$ cat config.mk
export PLATFORM = sky130hd
export DESIGN_NAME = dtw_result_arbiter
export DESIGN_NICKNAME = d
export VERILOG_FILES = /design/src/rtl/dtw_pkg.sv /design/src/rtl/dtw_result_arbiter_rr.sv /design/src/rtl/dtw_result_arbiter.sv
export SDC_FILE = /design/constraint.sdc
export NUM_CORES = 1
export LEC_CHECK = 0
export BUFFER_PORTS_ARGS = -buffer_cell sky130_fd_sc_hd__buf_2
export CAP_MARGIN = 20
export CORE_ASPECT_RATIO = 0.6
export CORE_MARGIN = 2
export CORE_UTILIZATION = 45
export DETAILED_ROUTE_END_ITERATION = 8
export PLACE_DENSITY = 0.75
export SYNTH_ARGS = -nofsm -noshare
export SYNTH_HDL_FRONTEND = slang
export SYNTH_SLANG_ARGS = --single-unit
$ cat constraint.sdc
create_clock -name AXIS_ACLK -period 5.8 [get_ports AXIS_ACLK]
set_input_delay 1.74 -clock AXIS_ACLK [delete_from_list [all_inputs] [get_ports AXIS_ACLK]]
set_output_delay 1.74 -clock AXIS_ACLK [all_outputs]
set_load 0.03 [all_outputs]
$ cat src/rtl/dtw_pkg.sv
// Types and helpers shared by the DTW result arbiter and its round-robin sub-block.
package dtw_pkg;

    typedef enum logic [1:0] {
        IDLE  = 2'd0,
        RUN   = 2'd1,
        DRAIN = 2'd2,
        DONE  = 2'd3
    } state_t;

    // Wide enough for any legal FIFO word; callers truncate to their own width.
    localparam int PACK_W = 64;

    function automatic int id_width(input int num_cores);
        return $clog2(num_cores);
    endfunction

    // FIFO word layout: {zero pad, core id, score}.
    function automatic logic [PACK_W-1:0] pack_result(input logic [PACK_W-1:0] id,
                                                      input logic [PACK_W-1:0] score,
                                                      input int              score_width);
        return (id << score_width) | score;
    endfunction

endpackage

$ cat src/rtl/dtw_result_arbiter_rr.sv
// Round-robin grant: first requester at or after ptr, wrapping modulo NUM_CORES.
module rr_arbiter #(
    parameter int NUM_CORES = 4,
    parameter int ID_WIDTH  = 2
) (
    input  logic [NUM_CORES-1:0] req,
    input  logic [ID_WIDTH-1:0]  ptr,
    input  logic                 en,
    output logic [NUM_CORES-1:0] grant,
    output logic [ID_WIDTH-1:0]  grant_idx
);

    logic                found;
    logic [ID_WIDTH-1:0] idx;

    always_comb begin
        // NOTE: every combinational output gets a default before any branch, so no latch is inferred.
        grant     = '0;
        grant_idx = '0;
        found     = 1'b0;
        idx       = '0;
        for (int k = 0; k < NUM_CORES; k++) begin
            idx = ID_WIDTH'((int'(ptr) + k) % NUM_CORES);
            if (en && !found && req[idx]) begin
                found      = 1'b1;
                grant[idx] = 1'b1;
                grant_idx  = idx;
            end
        end
    end

endmodule

$ cat src/rtl/dtw_result_arbiter.sv
// Shares one DTW result-FIFO push port between NUM_CORES cores, counting a programmed
// batch of results and pulsing batch_done once the last one has been pushed.
module dtw_result_arbiter
    import dtw_pkg::*;
#(
    parameter int NUM_CORES       = 4,
    parameter int SCORE_WIDTH     = 24,
    parameter int FIFO_DIN_WIDTH  = 32,
    parameter int BATCH_CNT_WIDTH = 16
) (
    input  logic                             AXIS_ACLK,
    input  logic                             AXIS_ARESET,
    input  logic                             start,
    input  logic [BATCH_CNT_WIDTH-1:0]       batch_len,
    input  logic [NUM_CORES-1:0]             req_valid,
    input  logic [NUM_CORES*SCORE_WIDTH-1:0] req_score,
    output logic [NUM_CORES-1:0]             req_ready,
    output logic                             dtw_fifo_wren,
    output logic [FIFO_DIN_WIDTH-1:0]        dtw_fifo_din,
    input  logic                             dtw_fifo_full,
    output logic                             busy,
    output logic [BATCH_CNT_WIDTH-1:0]       result_count,
    output logic                             batch_done
);

    localparam int ID_WIDTH = id_width(NUM_CORES);

    state_t                     state, state_nxt;
    logic [BATCH_CNT_WIDTH-1:0] len_q;
    logic                       out_valid;
    logic [FIFO_DIN_WIDTH-1:0]  out_data;
    logic [ID_WIDTH-1:0]        rr_ptr;
    logic [ID_WIDTH-1:0]        grant_idx;
    logic [NUM_CORES-1:0]       grant;
    logic                       count_hit;
    logic                       can_load;
    logic                       transfer;
    logic [SCORE_WIDTH-1:0]     score_arr [NUM_CORES];

    for (genvar g = 0; g < NUM_CORES; g++) begin : g_score
        assign score_arr[g] = req_score[g*SCORE_WIDTH +: SCORE_WIDTH];
    end

    assign dtw_fifo_wren = out_valid & ~dtw_fifo_full;
    assign dtw_fifo_din  = out_data;
    assign busy          = (state != IDLE);
    assign count_hit     = (result_count == len_q);
    // The output slot may be refilled in the same cycle it drains, giving one result per cycle.
    assign can_load      = (state == RUN) && !count_hit && (!out_valid || dtw_fifo_wren);

    rr_arbiter #(
        .NUM_CORES (NUM_CORES),
        .ID_WIDTH  (ID_WIDTH)
    ) u_rr_arbiter (
        .req       (req_valid),
        .ptr       (rr_ptr),
        .en        (can_load),
        .grant     (grant),
        .grant_idx (grant_idx)
    );

    assign req_ready = grant;
    assign transfer  = |grant;

    always_comb begin
        state_nxt = state;
        unique case (state)
            IDLE:    if (start)      state_nxt = RUN;
            RUN:     if (count_hit)  state_nxt = DRAIN;
            DRAIN:   if (!out_valid) state_nxt = DONE;
            DONE:                    state_nxt = IDLE;
            default:                 state_nxt = IDLE;
        endcase
    end

    always_ff @(posedge AXIS_ACLK or posedge AXIS_ARESET) begin
        if (AXIS_ARESET) begin
            state      <= IDLE;
            batch_done <= 1'b0;
        end else begin
            // NOTE: registers use non-blocking assignment so every flop samples pre-edge values.
            state      <= state_nxt;
            batch_done <= (state_nxt == DONE);
        end
    end

    always_ff @(posedge AXIS_ACLK or posedge AXIS_ARESET) begin
        if (AXIS_ARESET) begin
            len_q        <= '0;
            result_count <= '0;
            out_valid    <= 1'b0;
            out_data     <= '0;
            rr_ptr       <= '0;
        end else begin
            if (state == IDLE && start) begin
                len_q        <= batch_len;
                result_count <= '0;
            end
            if (transfer) begin
                out_data     <= FIFO_DIN_WIDTH'(pack_result(PACK_W'(grant_idx),
                                                            PACK_W'(score_arr[grant_idx]),
                                                            SCORE_WIDTH));
                out_valid    <= 1'b1;
                result_count <= result_count + 1'b1;
                rr_ptr       <= (grant_idx == ID_WIDTH'(NUM_CORES-1)) ? '0 : grant_idx + 1'b1;
            end else if (dtw_fifo_wren) begin
                out_valid    <= 1'b0;
            end
        end
    end

endmodule

# Word-level counts from Yosys, hierarchy flattened
# Cells that the tools add are included.
# classes
addsub	5
multipliers	0
div	0
order_cmp	9
eq_ne	6
n_shift	0
mux	39
bitwise_logic	7
n_reduce_logical	25
# op_table
op	count
binary-select mux 24 bit (select 2 bit)	1
two-way mux 24 bit	2
two-way mux 16 bit	2
bitwise OR 26 x 24 -> 26 bit	1
adder 16 x 1 -> 16 bit (second input constant)	1
equality test 16 bit	1
two-way mux 2 bit	8
two-way mux 4 bit	4
logical AND 1 bit	14
two-way mux 1 bit	13
less-than comparator 2 x 3 -> 1 bit (second input constant)	4
bitwise OR 4 bit	3
binary-select mux 1 bit (select 2 bit)	4
demux 1 bit (select 2 bit)	4
equality test 2 bit (second input constant)	4
greater-or-equal comparator 2 x 1 -> 1 bit (second input constant)	4
case mux 2 bit (4 select lines)	1
nonzero test 2 bit	3
zero test 1 bit	5
adder 2 x 1 -> 2 bit (second input constant)	2
adder 2 bit (second input constant)	2
OR reduction 4 bit	1
greater-or-equal comparator 3 bit (second input constant)	1
NOT 2 -> 3 bit	1
5 further kinds	5
# word_totals
register_bits	70
latch_bits	0
ram_bits	0
romBits	0
out_inout_bits	55
memories	0

# Depth between registers and ports, before layout
# Gate-level depths: netlist of the first run.
# depth
word_depth	23
ltp_mapped	13
ltp_nobuf	9

# By module
# From an unflattened synthesis of the first run, not the netlist that was laid out.
# unflattened
cells_unflattened	384
area_unflattened_um2	4025.1
# modules_own_cells
module	instances	cells_each	area_per_inst_um2
dtw_result_arbiter	1	316	3470.8
rr_arbiter	1	68	554.3

# Worst setup path after synthesis of the first run
# OpenSTA, ideal clock, no wires.
# synth_timing
path_type	input to output
start	in req_valid[0]
end	out req_ready[3]
t_arrival_ns	3.777
slack_ns	0.283
path_stages	4
n_path_buf	0
cell_sequence	mux2_4 > and4bb_1 > o21ai_0 > a2111oi_1
# synth_between
elab_chain_len	16
# synth_rtl
element	line_no	rtl
start, declared	dtw_result_arbiter.sv:15	input logic [NUM_CORES-1:0] req_valid,
binary-select mux 1 bit (select 2 bit)	dtw_result_arbiter_rr.sv:24	if (en && !found && req[idx]) begin
two-way mux 1 bit (implied by the code)	dtw_result_arbiter_rr.sv:24	
logical AND 1 bit	dtw_result_arbiter_rr.sv:24	
two-way mux 1 bit	dtw_result_arbiter_rr.sv:24	
zero test 1 bit	dtw_result_arbiter_rr.sv:24	
logical AND 1 bit (2 in a row)	dtw_result_arbiter_rr.sv:24	
two-way mux 1 bit	dtw_result_arbiter_rr.sv:24	
zero test 1 bit	dtw_result_arbiter_rr.sv:24	
logical AND 1 bit (2 in a row)	dtw_result_arbiter_rr.sv:24	
two-way mux 1 bit	dtw_result_arbiter_rr.sv:24	
zero test 1 bit	dtw_result_arbiter_rr.sv:24	
logical AND 1 bit (2 in a row)	dtw_result_arbiter_rr.sv:24	
two-way mux 4 bit *	dtw_result_arbiter_rr.sv:24	
end, declared	dtw_result_arbiter.sv:17	output logic [NUM_CORES-1:0] req_ready,
# Every way passes the cells marked *; elsewhere a longest branch is shown, timed or not. The select of a mux whose other input is x is not followed.

# Worst setup path after layout of the first run
# layout_timing
start	in req_valid[1]
end	out req_ready[3]
# Same word-level chain as after synthesis.

==> metrics.md, run 1 <==
| Metric | Value |
|---|---|
| Number of violations of the max-capacitance limit | `0` |
| Cell Rows | `27` |
| Final Core Density | `between 50% and 60%` |
| Via density | `~5.3` |
| Setup skew after layout | `just over 8 ps` |
| Maximum net fanout on the critical path | `8` |
| Placeable core region | `just over 0.009 mm^2` |
| Leakage power summed over all cells | `approximately 2.6 nW` |
| Syn Std Cell Area | `between 0.004 and 0.005 mm^2` |
| #FFs+latches synth | `between 60 and 70` |
| Maximum vdd ir drop | `~480 uV` |
| Final worst-path cycle share | `~94%` |
| Clock slew at reported path FFs | `50 ps` |
| Total negative setup slack | `0 ps` |
| Timing startpoint of the critical path | `req_valid[1]` |
| Nature of the critical path endpoint | `primary output` |
| Commonest cells after routing, fill and taps aside | `sky130_fd_sc_hd__buf_2 (168), sky130_fd_sc_hd__dfrtp_1 (63), sky130_fd_sc_hd__mux2i_1 (54)` |
| Type of the tightest min-delay check | `flop to flop` |
| Depth of the CTS H-tree | `3` |
| Root buf cell | `sky130_fd_sc_hd__clkbuf_16` |
| Crit path DAT | `approximately 3700 ps` |
| Most common cell after layout, fill and taps aside | `sky130_fd_sc_hd__buf_2` |
| Remaining antenna violation count | `0` |
| Relative slew slack | `36.9%` |
| Most common cell type on the critical path | `sky130_fd_sc_hd__buf_2` |
| Final Wtd Congestion | `0.887` |
| Share of layout cells above drive strength 1 | `about two fifths` |
| Placed instance count | `between 700 and 800` |
| Count of filler cells inserted in the layout | `820` |
| Detailed-routing iteration count for the pre-antenna-repair pass | `4` |
| Number of antenna violations at the first check in global routing | `0` |
| Hpwl dp | `8.22 mm` |
| First-pass GRT wire length | `approximately 17 mm` |
| Hold Path Origin | `dtw_fifo_din[25]` |
| Via count of the first global-routing pass | `about 3600` |
| Clk buf depth | `2` |
| Cell Chain, Critical Path | `buf_2 -> mux2i_1 -> and4bb_1 -> o21ai_0 -> a2111oi_1 -> buf_4 -> buf_2` |
| Routed Wire Length | `11.1 mm` |
| Number of port buffers | `about 170` |
| Largest net degree at the start of global routing | `65` |
| Share of synthesized area occupied by flip-flops and latches | `around 37%` |
| Count of flip-flops with a built-in enable after synthesis | `0` |
| Tot GR Track Use | `21.2%` |
| # nets final | `between 700 and 800` |
| Routed length per instance | `around 15 um` |
| TritonCTS buffer count | `9` |
| Cell count after synthesis | `roughly 420` |
| Avg Inst Size Synth | `between 10 and 15 um^2` |
| Die X | `130 um` |
| Number of clock sinks seen by CTS | `64` |
| CTS tree | `built` |
| Slowest stage delay, CP | `about 480 ps` |
| Highest clock rate | `approximately 0.18 GHz` |
| Post-route non-filler standard cell count | `between 700 and 800` |
| Signed area change from the synthesized netlist to the final layout | `27.9%` |
| Transition time at the pin with the least slew margin | `around 940 ps` |
| Overflow left after global routing | `0` |
| Height of the die | `~79 um` |
| Number of library cell types mapped by synthesis | `50` |
| First DRT Iteration DRCs | `251` |
| Data required time at the worst endpoint | `4060 ps` |
| Inserted Diodes | `0` |
| Type of the worst setup path | `input pin to primary output` |
| Number of top-level pins | `approximately 180` |
| Count of pins over their slew limit | `0` |
| Final Hold Violating Endpoints | `0` |
| Fraction of registers with async set or reset after synthesis | `100%` |
| Number of warnings printed during yosys synthesis | `0` |
| Critical Path Slowest Stage Cell | `sky130_fd_sc_hd__a2111oi_1` |
| Starting density of the core | `46.5%` |
| Status | `finished, final reports clean` |
| Startpoint type of the worst setup path | `input pin` |
| Commonest register cell after synthesis | `sky130_fd_sc_hd__dfrtp_1` |
| Total DRC errors in the routed layout | `0` |
| Latest clock arrival within the worst-skew pair | `320 ps` |
| Final number of setup-violating endpoints | `0` |
| Floorplan die area | `roughly 0.010 mm^2` |
| Cell Pwr Density | `~580 mW/mm^2` |
| Unrepaired setup endpoints after global routing | `false` |
| Post-layout min period | `about 5400 ps` |
| Vias | `between 3000 and 4000` |
| Reg2reg start | `rr_ptr[0]` |
[per-stage QoR]
step	setup WS [ps]	instance area (um^2)	hold slack, ps	power, W
2_1_floorplan	283	4290	439	0.00229
3_3_place_gp	599	5200	466	0.00262
3_5_place_dp	387	5200	471	0.00270
4_1_cts	238	5460	482	0.00319
5_1_grt	146	5460	508	0.00341
6_report	367	5460	474	0.00317
[cell usage after synthesis (all sizes together) (7+ instances only)]
cell	n	share of area, %
a211o	7	1.4
buf	25	3.9
nor3	10	1.2
mux2	46	12
nand3	12	1.4
nand2	50	4.4
nand2b	7	1.0
xnor2	17	3.5
mux2i	55	13
o21ai	34	4.0
dfrtp	64	37
nor2	14	1.2
[power by group]
part	internal, W	switching (W)
sequential	0.000638	0.000164
clock	0.000297	0.000184
combinational	0.000776	0.00111
total	0.00171	0.00146
[final cells by class]
| cell class | instances | area, um^2 | share of cell area, % |
|---|---|---|---|
| Multi-Input combinational cell | 329 | 2500 | 45.9 |
| Tap cell | 130 | 163 | 2.98 |
| Inverter | 5 | 18.8 | 0.344 |
| Clock inverter | 3 | 18.8 | 0.344 |
| Clock buffer | 12 | 246 | 4.51 |
| Timing Repair Buffer | 177 | 908 | 16.6 |
| Sequential cell | 64 | 1600 | 29.3 |
[layer usage]
metal | wire [um] | up-vias | part of all wire (%) | global-route usage [%]
met4 | 42 | 0 | 0.38 | 4.73
met2 | 5080 | 149 | 46 | 32.7
met3 | 736 | 5 | 6.6 | 5.16
li1 | - | 1851 | - | -
met5 | 0 | - | 0 | 0
met1 | 5230 | 1785 | 47 | 30.0
[what timing repair did]
| item | in CTS | in global routing |
|---|---|---|
| buffers inserted | 0 | 0 |
| gates resized for setup | 0 | 1 |
| hold buffers | 0 | 0 |
| endpoints found under the setup margin | 0 | 2 |
[final timing paths]
kind	cells past startpoint	slack (ps)	to
max	7	370	req_ready[3]
min	2	470	dtw_fifo_din[25]
max reg2reg	10	1330	result_count[12]
min reg2reg	2	470	dtw_fifo_din[25]
max in group asynchronous	3	3570	rr_ptr[0]
min in group asynchronous	3	1660	dtw_fifo_din[17]
[worst max-delay path: cells and delay by family]
family	cells	cell delay (ps)
AOI/OAI and AO/OA	2	610
buffers and inverters	3	540
muxes	1	420
and+or+nand+nor	1	370
[sequential cells by signal, indices dropped and copies added, names as in the netlist]
| name | cells |
|---|---|
| out_valid | 1 |
| len_q | 16 |
| result_count | 16 |
| batch_done | 1 |
| rr_ptr | 2 |
| dtw_fifo_din | 26 |
| state | 2 |
[cell families (layout without fill, tap and decap cells)]
| logic type | count (synthesis) | after routing | share of synthesized area (%) |
|---|---|---|---|
| simple gates | 127 | 127 | 15.4 |
| mux | 103 | 103 | 26.2 |
| compound gates | 68 | 68 | 10.5 |
| flops | 64 | 64 | 37.5 |
| buf+inv | 34 | 197 | 4.66 |
| xor+xnor | 19 | 19 | 3.90 |
| fa+ha+maj | 6 | 6 | 1.76 |
| other cells | 1 | 6 | 0.0878 |
Power figures use the tool's default switching activity.
==> inputs of run 2 (changes only) <==
Settings changed: PLACE_DENSITY 0.75 to 0.74.
==> run 2 against run 1 <==
Net effect: worst setup slack got worse by 120 ps; sequential share of layout area decreased by 0.28 points; die area unchanged; first-iteration DRC count decreased by 39%; sequential power decreased by 3.0%; maximum frequency decreased by 2.2%; cell area increased by 0.89%; combinational power increased by 2%; flip-flop and latch count unchanged; via count increased by 0.42%; power increased by 2.4%; register-to-register slack improved by 120 ps.
==> metrics.md, run 2 (synthesis results as in run 1) <==
| Metric | Value |
|---|---|
| Status | `finished, final reports clean (unchanged)` |
| Total negative setup slack | `0 ps (unchanged)` |
| Worst hold slack after final layout | `480 ps (was 474 ps)` |
| Number of top-level pins | `175 (unchanged)` |
| Type of the tightest min-delay check | `flop to flop (unchanged)` |
| Share of layout cells above drive strength 1 | `41.9% (was 41.7%)` |
| Starting density of the core | `46.5% (unchanged)` |
| PnR Total Power | `0.00325 W (was 0.00317 W)` |
| Startpoint type of the worst setup path | `input pin (unchanged)` |
| Placed instance count | `706 (was 705)` |
| Routed length per instance | `15.2 um (was 15.4 um)` |
| FF-to-FF path depth | `11 (was 10)` |
| Final Hold Violating Endpoints | `0 (unchanged)` |
| TritonCTS buffer count | `9 (unchanged)` |
| Relative slew slack | `39.0% (was 36.9%)` |
| Hpwl dp | `8.20 mm (was 8.22 mm)` |
| Number of antenna violations at the first check in global routing | `0 (unchanged)` |
| Signed area change from the synthesized netlist to the final layout | `29.0% (was 27.9%)` |
| Setup skew after layout | `6.89 ps (was 8.13 ps)` |
| Overflow left after global routing | `0 (unchanged)` |
| Height of the die | `79.5 um (unchanged)` |
| Global Route met3 Usage | `6.23% (was 5.16%)` |
| Cell depth of the worst min-delay path | `2 (unchanged)` |
| Total DRC errors in the routed layout | `0 (unchanged)` |
| Routed Wire Length | `11.0 mm (was 11.1 mm)` |
| Remaining antenna violation count | `0 (unchanged)` |
| Met1 routing resource usage after global routing | `26.3% (was 30.0%)` |
| Via density | `5.27 (was 5.26)` |
| Data required time at the worst endpoint | `4060 ps (about the same)` |
| Number of violations of the max-capacitance limit | `0 (unchanged)` |
| Clk buf depth | `2 (unchanged)` |
| Unrepaired setup endpoints after global routing | `false (unchanged)` |
| Via count of the first global-routing pass | `3610 (was 3578)` |
| Placeable core region | `0.00919 mm^2 (unchanged)` |
| Cell Rows | `27 (unchanged)` |
| Cell Pwr Density | `590 mW/mm^2 (was 581 mW/mm^2)` |
| Crit path DAT | `3810 ps (was 3690 ps)` |
| Die X | `130 um (unchanged)` |
| Number of flip-flops in the largest register | `26 (unchanged)` |
| Final number of setup-violating endpoints | `0 (unchanged)` |
| Buffers inserted during post-CTS setup optimization | `0 (unchanged)` |
| Reg-to-Reg End | `result_count[10] (was result_count[12])` |
| Reg-to-reg setup timing slack | `1450 ps (was 1330 ps)` |
| Leakage power summed over all cells | `2.64 nW (was 2.62 nW)` |
| Reg2reg start | `rr_ptr[1] (was rr_ptr[0])` |
| Timing startpoint of the critical path | `req_valid[1] (unchanged)` |
| Count of pins over their slew limit | `0 (unchanged)` |
| CTS tree | `built (unchanged)` |
| Depth of the CTS H-tree | `3 (unchanged)` |
| Clock slew at reported path FFs | `50 ps (about the same)` |
| Inserted Diodes | `0 (unchanged)` |
| Nature of the critical path endpoint | `primary output (unchanged)` |
| Maximum vdd ir drop | `353 uV (was 483 uV)` |
| Area of the multi-input gates | `0.00250 mm^2 (unchanged)` |
| Post-route non-filler standard cell count | `722 (was 720)` |
| Count of filler cells inserted in the layout | `785 (was 820)` |
| Type of the worst setup path | `input pin to primary output (unchanged)` |
| Crit path to | `req_ready[2] (was req_ready[3])` |
| Detailed-routing iteration count for the pre-antenna-repair pass | `5 (was 4)` |
| Post-layout min period | `5550 ps (was 5430 ps)` |
| Final Wtd Congestion | `0.858 (was 0.887)` |
| Final worst-path cycle share | `95.8% (was 93.7%)` |
| Maximum net fanout on the critical path | `8 (unchanged)` |
| Number of port buffers | `168 (unchanged)` |
| Largest net degree at the start of global routing | `65 (unchanged)` |
| First-pass GRT wire length | `16.8 mm (was 17.2 mm)` |
| Area of all sequential standard cells | `0.00160 mm^2 (about the same)` |
| First DRT Iteration DRCs | `154 (was 251)` |
| Number of clock sinks seen by CTS | `64 (unchanged)` |
| Global routing met2 resource utilization | `34.2% (was 32.7%)` |
| Tot GR Track Use | `20.5% (was 21.2%)` |
| Highest clock rate | `0.180 GHz (was 0.184 GHz)` |
| Floorplan die area | `0.0103 mm^2 (unchanged)` |
| Commonest cells after routing, fill and taps aside | `sky130_fd_sc_hd__buf_2 (168), sky130_fd_sc_hd__dfrtp_1 (64), sky130_fd_sc_hd__mux2i_1 (54) (was sky130_fd_sc_hd__buf_2 (168), sky130_fd_sc_hd__dfrtp_1 (63), sky130_fd_sc_hd__mux2i_1 (54))` |
| Latest clock arrival within the worst-skew pair | `320 ps (about the same)` |
| # nets final | `713 (was 712)` |
| Transition time at the pin with the least slew margin | `913 ps (was 944 ps)` |
| Quantity of gates resized following cts | `0 (unchanged)` |
| Root buf cell | `sky130_fd_sc_hd__clkbuf_16 (unchanged)` |
| Vias | `3806 (was 3790)` |
| Hold-fix buffers at CTS | `0 (unchanged)` |
| Most common cell after layout, fill and taps aside | `sky130_fd_sc_hd__buf_2 (unchanged)` |
| Most Used Layer, Global Route | `met2 (unchanged)` |
## run 2: cell count changes in the layout (fill, tap and decap cells not counted), sizes merged
cell      change
clkinv        -2
buf           +1
bufinv        +1
clkinvlp      +1
inv           +1
## run 2: power breakdown
group,total (W),switching (W),internal [W]
clock,0.000545,0.000188,0.000357
combinational,0.00193,0.00114,0.000786
sequential,0.000778,0.000140,0.000638
total,0.00325,0.00147,0.00178
## run 2: cell type report
| cell class | instances | area share, % |
|---|---|---|
| Clock inverter | 4 | 0.931 |
| Multi-Input combinational cell | 329 | 45.4 |
| Tap cell | 130 | 2.95 |
| Inverter | 5 | 0.341 |
| Sequential cell | 64 | 29.1 |
| Clock buffer | 12 | 4.65 |
| Timing Repair Buffer | 178 | 16.6 |
## run 2: how the worst min path moves through the flow
stage | startpoint | end | slack [ps]
floorplan | out_valid | batch_done | 440
global placement | dtw_fifo_din[25] | dtw_fifo_din[25] | 470
detailed placement | dtw_fifo_din[25] | dtw_fifo_din[25] | 480
CTS | dtw_fifo_din[0] | dtw_fifo_din[0] | 490
global route | dtw_fifo_din[17] | dtw_fifo_din[17] | 510
finish | dtw_fifo_din[0] | dtw_fifo_din[0] | 480
## run 2: stage by stage
step	utilization, %	worst slack [ps]	area [um^2]
5_1_grt	60.0	47.6	5510
3_3_place_gp	56.6	374	5200
6_report	60.0	245	5510
3_5_place_dp	56.6	300	5200
4_1_cts	60.0	282	5510
2_1_floorplan	-	283	4290
## run 2: layer usage
layer / up-vias / wire (um)
met5: - / 0
met4: 0 / 97
met3: 17 / 973
met2: 157 / 5110
met1: 1781 / 4780
li1: 1851 / -
## run 2: worst max-delay path: stages
cell	delay, ps
sky130_fd_sc_hd__buf_2	140
sky130_fd_sc_hd__mux2i_1	420
sky130_fd_sc_hd__and4bb_1	360
sky130_fd_sc_hd__o21ai_0	100
sky130_fd_sc_hd__a2111oi_1	730
sky130_fd_sc_hd__buf_2	330
